--- src/rtl/key_entry_ctrl_if.sv ---
// Keypad-to-entry-buffer bundle: qualified key inputs in, digit buffer and status out.
// The master drives the scanner-side inputs; the slave is the entry controller.
interface key_entry_ctrl_if;
  logic        tick;
  logic        key_valid;
  logic [3:0]  key;
  logic        lock;
  logic [3:0]  q0;
  logic [3:0]  q1;
  logic [3:0]  q2;
  logic [3:0]  q3;
  logic [2:0]  count;
  logic        full;
  logic [15:0] value;
  logic        commit;
  logic        err;

  modport master (
    output tick, key_valid, key, lock,
    input  q0, q1, q2, q3, count, full, value, commit, err
  );

  modport slave (
    input  tick, key_valid, key, lock,
    output q0, q1, q2, q3, count, full, value, commit, err
  );
endinterface

--- src/rtl/key_entry_ctrl.sv ---
// Debounces scanned keys and turns each accepted press into one edit of a 4-digit
// entry buffer (shift-in, backspace, clear, enter/commit).
module key_entry_ctrl #(
  parameter int unsigned STABLE_CNT = 3,
  parameter logic [3:0]  BLANK      = 4'hF
) (
  input logic             clk,
  input logic             rst,
  key_entry_ctrl_if.slave kif
);

  typedef enum logic [1:0] {StIdle, StDebounce, StAction, StWaitRel} state_e;

  localparam logic [3:0] StableCnt = 4'(STABLE_CNT);

  state_e      r_state;
  logic [3:0]  r_cand;
  logic [3:0]  r_stab;
  logic [3:0]  r_rel;
  logic [3:0]  r_q0;
  logic [3:0]  r_q1;
  logic [3:0]  r_q2;
  logic [3:0]  r_q3;
  logic [2:0]  r_count;
  logic [15:0] r_value;
  logic        r_commit;
  logic        r_err;

  logic [3:0]  w_stab_nxt;
  logic [3:0]  w_rel_nxt;
  logic [15:0] w_commit_val;

  function automatic logic [3:0] unblank(input logic [3:0] d);
    return (d == BLANK) ? 4'h0 : d;
  endfunction

  assign w_stab_nxt   = r_stab + 4'd1;
  assign w_rel_nxt    = r_rel + 4'd1;
  assign w_commit_val = {unblank(r_q3), unblank(r_q2), unblank(r_q1), unblank(r_q0)};

  always_ff @(posedge clk) begin
    if (rst) begin
      r_state  <= StIdle;
      r_cand   <= 4'h0;
      r_stab   <= 4'd0;
      r_rel    <= 4'd0;
      r_q0     <= BLANK;
      r_q1     <= BLANK;
      r_q2     <= BLANK;
      r_q3     <= BLANK;
      r_count  <= 3'd0;
      r_value  <= 16'h0000;
      r_commit <= 1'b0;
      r_err    <= 1'b0;
    end else begin
      r_commit <= 1'b0;
      r_err    <= 1'b0;
      case (r_state)
        StIdle: begin
          if (kif.tick && kif.key_valid) begin
            r_cand  <= kif.key;
            r_stab  <= 4'd1;
            r_state <= (StableCnt == 4'd1) ? StAction : StDebounce;
          end
        end
        StDebounce: begin
          if (kif.tick) begin
            if (!kif.key_valid || (kif.key != r_cand)) begin
              r_state <= StIdle;
            end else begin
              r_stab <= w_stab_nxt;
              if (w_stab_nxt == StableCnt) r_state <= StAction;
            end
          end
        end
        StAction: begin
          // One clk only; any tick arriving here is intentionally dropped.
          r_state <= StWaitRel;
          r_rel   <= 4'd0;
          if (kif.lock && (r_cand != 4'hA)) begin
            r_err <= 1'b1;
          end else if (r_cand <= 4'd9) begin
            if (r_count < 3'd4) begin
              r_q3    <= r_q2;
              r_q2    <= r_q1;
              r_q1    <= r_q0;
              r_q0    <= r_cand;
              r_count <= r_count + 3'd1;
            end else begin
              r_err <= 1'b1;
            end
          end else begin
            case (r_cand)
              4'hA: begin
                r_q0    <= BLANK;
                r_q1    <= BLANK;
                r_q2    <= BLANK;
                r_q3    <= BLANK;
                r_count <= 3'd0;
              end
              4'hB: begin
                if (r_count != 3'd0) begin
                  r_q0    <= r_q1;
                  r_q1    <= r_q2;
                  r_q2    <= r_q3;
                  r_q3    <= BLANK;
                  r_count <= r_count - 3'd1;
                end else begin
                  r_err <= 1'b1;
                end
              end
              4'hC: begin
                if (r_count != 3'd0) begin
                  r_value  <= w_commit_val;
                  r_commit <= 1'b1;
                  r_q0     <= BLANK;
                  r_q1     <= BLANK;
                  r_q2     <= BLANK;
                  r_q3     <= BLANK;
                  r_count  <= 3'd0;
                end else begin
                  r_err <= 1'b1;
                end
              end
              default: r_err <= 1'b1;
            endcase
          end
        end
        StWaitRel: begin
          if (kif.tick) begin
            if (kif.key_valid) begin
              r_rel <= 4'd0;
            end else if (w_rel_nxt == StableCnt) begin
              r_state <= StIdle;
            end else begin
              r_rel <= w_rel_nxt;
            end
          end
        end
        default: r_state <= StIdle;
      endcase
    end
  end

  assign kif.q0     = r_q0;
  assign kif.q1     = r_q1;
  assign kif.q2     = r_q2;
  assign kif.q3     = r_q3;
  assign kif.count  = r_count;
  assign kif.full   = (r_count == 3'd4);
  assign kif.value  = r_value;
  assign kif.commit = r_commit;
  assign kif.err    = r_err;

endmodule
--- src/flat_wrapper.sv ---
// flat-port wrapper written by rule: the top's interface ports become plain ports
module key_entry_ctrl_flat 
#(
  parameter int unsigned STABLE_CNT = 3,
  parameter logic [3:0]  BLANK      = 4'hF
)
  (clk, rst, kif_tick, kif_key_valid, kif_key, kif_lock, kif_q0, kif_q1, kif_q2, kif_q3, kif_count, kif_full, kif_value, kif_commit, kif_err);
  key_entry_ctrl_if kif_i ();
  input logic clk;
  input logic rst;
  input wire logic [$bits(kif_i.tick)-1:0] kif_tick;
  input wire logic [$bits(kif_i.key_valid)-1:0] kif_key_valid;
  input wire logic [$bits(kif_i.key)-1:0] kif_key;
  input wire logic [$bits(kif_i.lock)-1:0] kif_lock;
  output wire logic [$bits(kif_i.q0)-1:0] kif_q0;
  output wire logic [$bits(kif_i.q1)-1:0] kif_q1;
  output wire logic [$bits(kif_i.q2)-1:0] kif_q2;
  output wire logic [$bits(kif_i.q3)-1:0] kif_q3;
  output wire logic [$bits(kif_i.count)-1:0] kif_count;
  output wire logic [$bits(kif_i.full)-1:0] kif_full;
  output wire logic [$bits(kif_i.value)-1:0] kif_value;
  output wire logic [$bits(kif_i.commit)-1:0] kif_commit;
  output wire logic [$bits(kif_i.err)-1:0] kif_err;
  assign kif_i.tick = kif_tick;
  assign kif_i.key_valid = kif_key_valid;
  assign kif_i.key = kif_key;
  assign kif_i.lock = kif_lock;
  assign kif_q0 = kif_i.q0;
  assign kif_q1 = kif_i.q1;
  assign kif_q2 = kif_i.q2;
  assign kif_q3 = kif_i.q3;
  assign kif_count = kif_i.count;
  assign kif_full = kif_i.full;
  assign kif_value = kif_i.value;
  assign kif_commit = kif_i.commit;
  assign kif_err = kif_i.err;
  key_entry_ctrl #(.STABLE_CNT(STABLE_CNT), .BLANK(BLANK)) u_core (.clk(clk), .rst(rst), .kif(kif_i));
endmodule
--- config.mk ---
export PLATFORM = sky130hd
export DESIGN_NAME = key_entry_ctrl_flat
export DESIGN_NICKNAME = d
export VERILOG_FILES = /design/src/rtl/key_entry_ctrl_if.sv /design/src/rtl/key_entry_ctrl.sv /design/src/flat_wrapper.sv
export SDC_FILE = /design/constraint.sdc
export NUM_CORES = 1
export LEC_CHECK = 0
export BUFFER_PORTS_ARGS = -buffer_cell sky130_fd_sc_hd__buf_2
export CAP_MARGIN = 15
export CORE_ASPECT_RATIO = 0.8
export CORE_UTILIZATION = 35
export DETAILED_ROUTE_END_ITERATION = 10
export PLACE_DENSITY = 0.6
export REMOVE_ABC_BUFFERS = 1
export SETUP_SLACK_MARGIN = 0.5
export SLEW_MARGIN = 25
export SYNTH_ARGS = -nofsm -noshare
export SYNTH_HDL_FRONTEND = slang
export SYNTH_SLANG_ARGS = --single-unit
--- constraint.sdc ---
create_clock -name clk -period 1.7 [get_ports clk]
set_input_delay 0.34 -clock clk [delete_from_list [all_inputs] [get_ports clk]]
set_output_delay 0.34 -clock clk [all_outputs]
set_load 0.01 [all_outputs]
==> metrics.cfg <==
[routing]
total_drc_errors_in_the_routed_layout = 0
detail_route.wirelength_um = 6760
dr.first_iter.drc_count = 135
vias_per_inst = 5.384
dr_total_vias = 2353
wl_per_cell_um = 15.47
postRouteAntennaNets = 0
drt_pass1_iterations = 4

[min_path]
whs_endpoint = u_core.r_cand[3]$_SDFFE_PP0P_
timing.hold.worst.class = primary input to flop
timing.hold.worst_path_depth = 3
hold_start = kif_key[3]

[timing]
slew_headroom_pct = 72.09
hold_slack_ps = 293.3
worst_slack_ps = 37.34
setup_skew_after_layout_ps = 5.802
timing_max_transition_violations_final = 0
setup_viol = 0
timing.fmax_ghz = 0.6014
final-hold-violation-count = 0
min_period_ps = 1663
timing.final.crit_share_pct = 97.80
worstMarginPinSlew_ps = 414.3
grt_setup_unrepaired = true

[worst_setup_path]
critical_path_buf_inv_count = 2
worst_path_max_delay_cell = sky130_fd_sc_hd__a211o_4
timing.rr.start = u_core.r_cand[3]$_SDFFE_PP0P_
worst_path_largest_cell_delay_ps = 410
rr_endpoint = u_core.kif.q1[2]$_SDFFE_PP1P_
worst-r2r-cell-count = 7
crit_path_cell_trace = buf_6 -> a211oi_4 -> a31oi_4 -> a211o_4 -> buf_6 -> nand2_2 -> o211ai_1
timing_worst_setup_path_type = flop to flop
crit_path_max_fanout = 8
start_kind = flop
reg2reg_slack_ps = 40
crit_required_ps = 1890
kind_of_cell_with_the_highest_combined_delay_on_the_critical_path = compound AO/OA/AOI/OAI gates
crit_path_end_kind = flop
critical_path.most_common_cell = sky130_fd_sc_hd__buf_6
worstPathArrival_ps = 1850

[cts]
clock_latency_ps = 310
htreeDepth = 2
clock_buffer_depth = 2
cts.reportedPaths.clkPinSlew_ps = 100
tritoncts = done
cts_root_buffer = sky130_fd_sc_hd__clkbuf_8
clock-sinks = 51
cts_buffers = 5

[floorplanning]
floorplan.initialDensity_pct = 36.35
design.portCount = 47
die_width_um = 93.22
chipHeight_um = 74.98
design.die.area_mm2 = 0.006989
coreArea_mm2 = 0.006409
placement_rows = 26

[synth]
register_bit_total_from_synthesis = 51
synth-main-ff-cell = sky130_fd_sc_hd__dfxtp_1
post_synth.cell_area_avg_um2 = 9.101
synth-async-reset-ratio_pct = 0
synth_edf_count = 0
netlist-cell-type-count = 52
synth_largest_type_area_fraction_pct = 43.82
synth_seq_area_share_pct = 43.82
post_synth_instance_area_mm2 = 0.002330
post-synth-top-area-cell = sky130_fd_sc_hd__dfxtp_1
yosys-top-cells-area = sky130_fd_sc_hd__dfxtp_1, sky130_fd_sc_hd__a22o_1, sky130_fd_sc_hd__nand2_1
syn-instance-count = 256
synth-warning-count = 0

[final_layout]
drive_gt1_share_pct = 56.94
ff_latch_area_mm2 = 0.001102
multi_input_comb_area_mm2 = 0.001546
final.fill_count = 565
design.final.nets = 368
flow.area_growth_from_synthesis_pct = 56.66
antenna_cells_inserted = 0
final_core_occ_pct = 56.95

[global_route]
grt_use_total_pct = 18.66
first_global_vias = 2037
maximum_number_of_pins_on_one_net_before_global_route_repair = 17
grt.overflow.total = 0
antenna_violations_before_repair = 0
grt_first_pass_wirelength_um = 10160

[placed_design]
port-buffer-count = 46
finalWeightedCongestion = 0.7656
post-dp-hpwl_um = 4169
preCtsSetupSlack_ps = -12.69

[pwr]
p_leak_nw = 1.481
power.share.clock_pct = 38.8
sequential_share_of_power_pct = 53.4
power_mw = 2.225
ir_worst_vdd_v = 0.0004654
power_per_cell_area_mw_per_mm2 = 609.7
sw_frac_of_total_pct = 23.87
power_switching_mw = 0.5313
power_report.internal_total_mw = 1.694
power.combinational.fraction_pct = 7.8

[run]
drv.max_cap_violation_count = 0

[status]
run_status = complete, no violations

-- placed cells by master (no fill, tap or decap), types with 3 or more instances in the layout --
master                      n
sky130_fd_sc_hd__a31oi_4    3
sky130_fd_sc_hd__dfxtp_1   22
sky130_fd_sc_hd__ha_1       3
sky130_fd_sc_hd__dfxtp_4   18
sky130_fd_sc_hd__dfxtp_2   11
sky130_fd_sc_hd__buf_4     43
sky130_fd_sc_hd__nand2_1   15
sky130_fd_sc_hd__xnor2_2    4
sky130_fd_sc_hd__nor2_1    12
sky130_fd_sc_hd__ha_4       3
sky130_fd_sc_hd__clkbuf_8   5
sky130_fd_sc_hd__a21oi_1    6
sky130_fd_sc_hd__inv_2      3
sky130_fd_sc_hd__buf_2     44
sky130_fd_sc_hd__a211o_1    3
sky130_fd_sc_hd__nand3_1    4
sky130_fd_sc_hd__nor3_1     4
sky130_fd_sc_hd__o22a_1     4
sky130_fd_sc_hd__a22o_1    16
sky130_fd_sc_hd__a41oi_2    3
sky130_fd_sc_hd__inv_1     10
sky130_fd_sc_hd__o211ai_1  12
sky130_fd_sc_hd__buf_6     17
sky130_fd_sc_hd__o22ai_1    9
sky130_fd_sc_hd__nand2_2   12
sky130_fd_sc_hd__o21ai_0    6
sky130_fd_sc_hd__a21oi_2    3
-- cell usage after synthesis, types with 2 or more instances --
cell type,n
sky130_fd_sc_hd__and3b_1,2
sky130_fd_sc_hd__dfxtp_1,51
sky130_fd_sc_hd__and3_1,3
sky130_fd_sc_hd__ha_1,7
sky130_fd_sc_hd__a21oi_1,9
sky130_fd_sc_hd__o32ai_1,2
sky130_fd_sc_hd__inv_1,13
sky130_fd_sc_hd__o21ai_0,8
sky130_fd_sc_hd__nor2b_1,2
sky130_fd_sc_hd__o211ai_1,12
sky130_fd_sc_hd__a221oi_1,2
sky130_fd_sc_hd__nor3_1,5
sky130_fd_sc_hd__and2_1,2
sky130_fd_sc_hd__a31oi_1,3
sky130_fd_sc_hd__a21boi_0,3
sky130_fd_sc_hd__nand2b_1,2
sky130_fd_sc_hd__buf_4,2
sky130_fd_sc_hd__nor2_1,13
sky130_fd_sc_hd__buf_2,3
sky130_fd_sc_hd__a41oi_1,4
sky130_fd_sc_hd__clkbuf_1,9
sky130_fd_sc_hd__o21a_1,2
sky130_fd_sc_hd__a22o_1,16
sky130_fd_sc_hd__a211oi_1,5
sky130_fd_sc_hd__nand2_1,27
sky130_fd_sc_hd__o22ai_1,9
sky130_fd_sc_hd__o22a_1,4
sky130_fd_sc_hd__nand3b_1,2
sky130_fd_sc_hd__nand3_1,5
sky130_fd_sc_hd__xnor2_1,5
sky130_fd_sc_hd__a211o_1,3
-- worst min-delay path, cell delays in order --
cell and delay (ps):
sky130_fd_sc_hd__buf_2 120, sky130_fd_sc_hd__nand2_1 50, sky130_fd_sc_hd__a21oi_1 50
-- sequential cells by signal, summed over array words and instances, names as in the netlist, named ones only --
register,count
u_core.kif.commit,1
u_core.r_stab,4
u_core.kif.err,1
u_core.kif.q0,4
u_core.r_cand,4
u_core.r_state,1
u_core.kif.q3,4
u_core.kif.q1,4
u_core.kif.value,16
u_core.kif.count,3
u_core.kif.q2,4
u_core.r_rel,4
-- cell type report --
type / count / share of cell area (%)
sequential: 51 / 30.20
clock buffer: 5 / 1.885
tap: 84 / 2.880
clock inverter: 3 / 1.200
timing repair buffer: 104 / 20.12
inverter: 13 / 1.337
multi-input combinational: 177 / 42.37
-- timing repair --
| item | in CTS | in global routing |
|---|---|---|
| gates cloned | 3 | 1 |
| gates resized for setup | 103 | 40 |
| hold buffers | 0 | 0 |
| endpoints found under the setup margin | 70 | 67 |
| setup buffers | 7 | 17 |
| pin swaps | 27 | 41 |
-- power by group through the flow --
stage                     sequential (mW)  clock (mW)  combinational, mW
after floorplan                      1.24           0             0.0517
after global placement               1.24           0              0.125
after detailed placement             1.24           0              0.125
after CTS                            1.19       0.881              0.147
after global routing                 1.19       0.935              0.185
final                                1.19       0.864              0.173
-- per-layer routing --
layer / up-vias / track usage, % / share of wire (%)
met4: 0 / 5.128 / 0.93
met2: 53 / 28.76 / 47
met5: - / 0 / 0
met1: 1139 / 26.96 / 49
li1: 1153 / - / -
met3: 8 / 3.333 / 3.8
-- per-stage QoR --
| step | cell area [µm²] | setup TNS [ps] | instances |
|---|---|---|---|
| 5_1_grt | 3650 | -37.17 | 437 |
| 3_3_place_gp | 2818 | 0 | 401 |
| 4_1_cts | 3308 | 0 | 419 |
| 3_5_place_dp | 2818 | -73.02 | 401 |
| 6_report | 3650 | 0 | 437 |
| 2_1_floorplan | 2250 | -2641 | 240 |
-- logic make-up after synthesis --
group / count (synthesis) / synth area share [%]
AOI/OAI and AO/OA: 92 / 29.32
xor gates and xnor gates: 5 / 1.880
adders and majority gates: 7 / 3.759
buffers and inverters: 29 / 5.531
DFF: 51 / 43.82
muxes: 1 / 0.4297
and+or+nand+nor: 71 / 15.25
-- worst max-delay path by stage --
stage / start / endpoint / depth (start not counted)
after floorplan: u_core.r_cand[2]$_SDFFE_PP0P_ / u_core.kif.q3[0]$_SDFFE_PP1P_ / 5
after global placement: u_core.r_cand[1]$_SDFFE_PP0P_ / u_core.kif.q0[3]$_SDFFE_PP1P_ / 6
after detailed placement: u_core.r_cand[1]$_SDFFE_PP0P_ / u_core.kif.q2[1]$_SDFFE_PP1P_ / 6
after CTS: u_core.r_cand[3]$_SDFFE_PP0P_ / u_core.kif.count[0]$_SDFFE_PP0P_ / 6
after global routing: u_core.r_cand[2]$_SDFFE_PP0P_ / u_core.kif.q1[2]$_SDFFE_PP1P_ / 5
final: u_core.r_cand[3]$_SDFFE_PP0P_ / u_core.kif.q1[2]$_SDFFE_PP1P_ / 7
No activity file was read; power rests on OpenSTA's default activity.
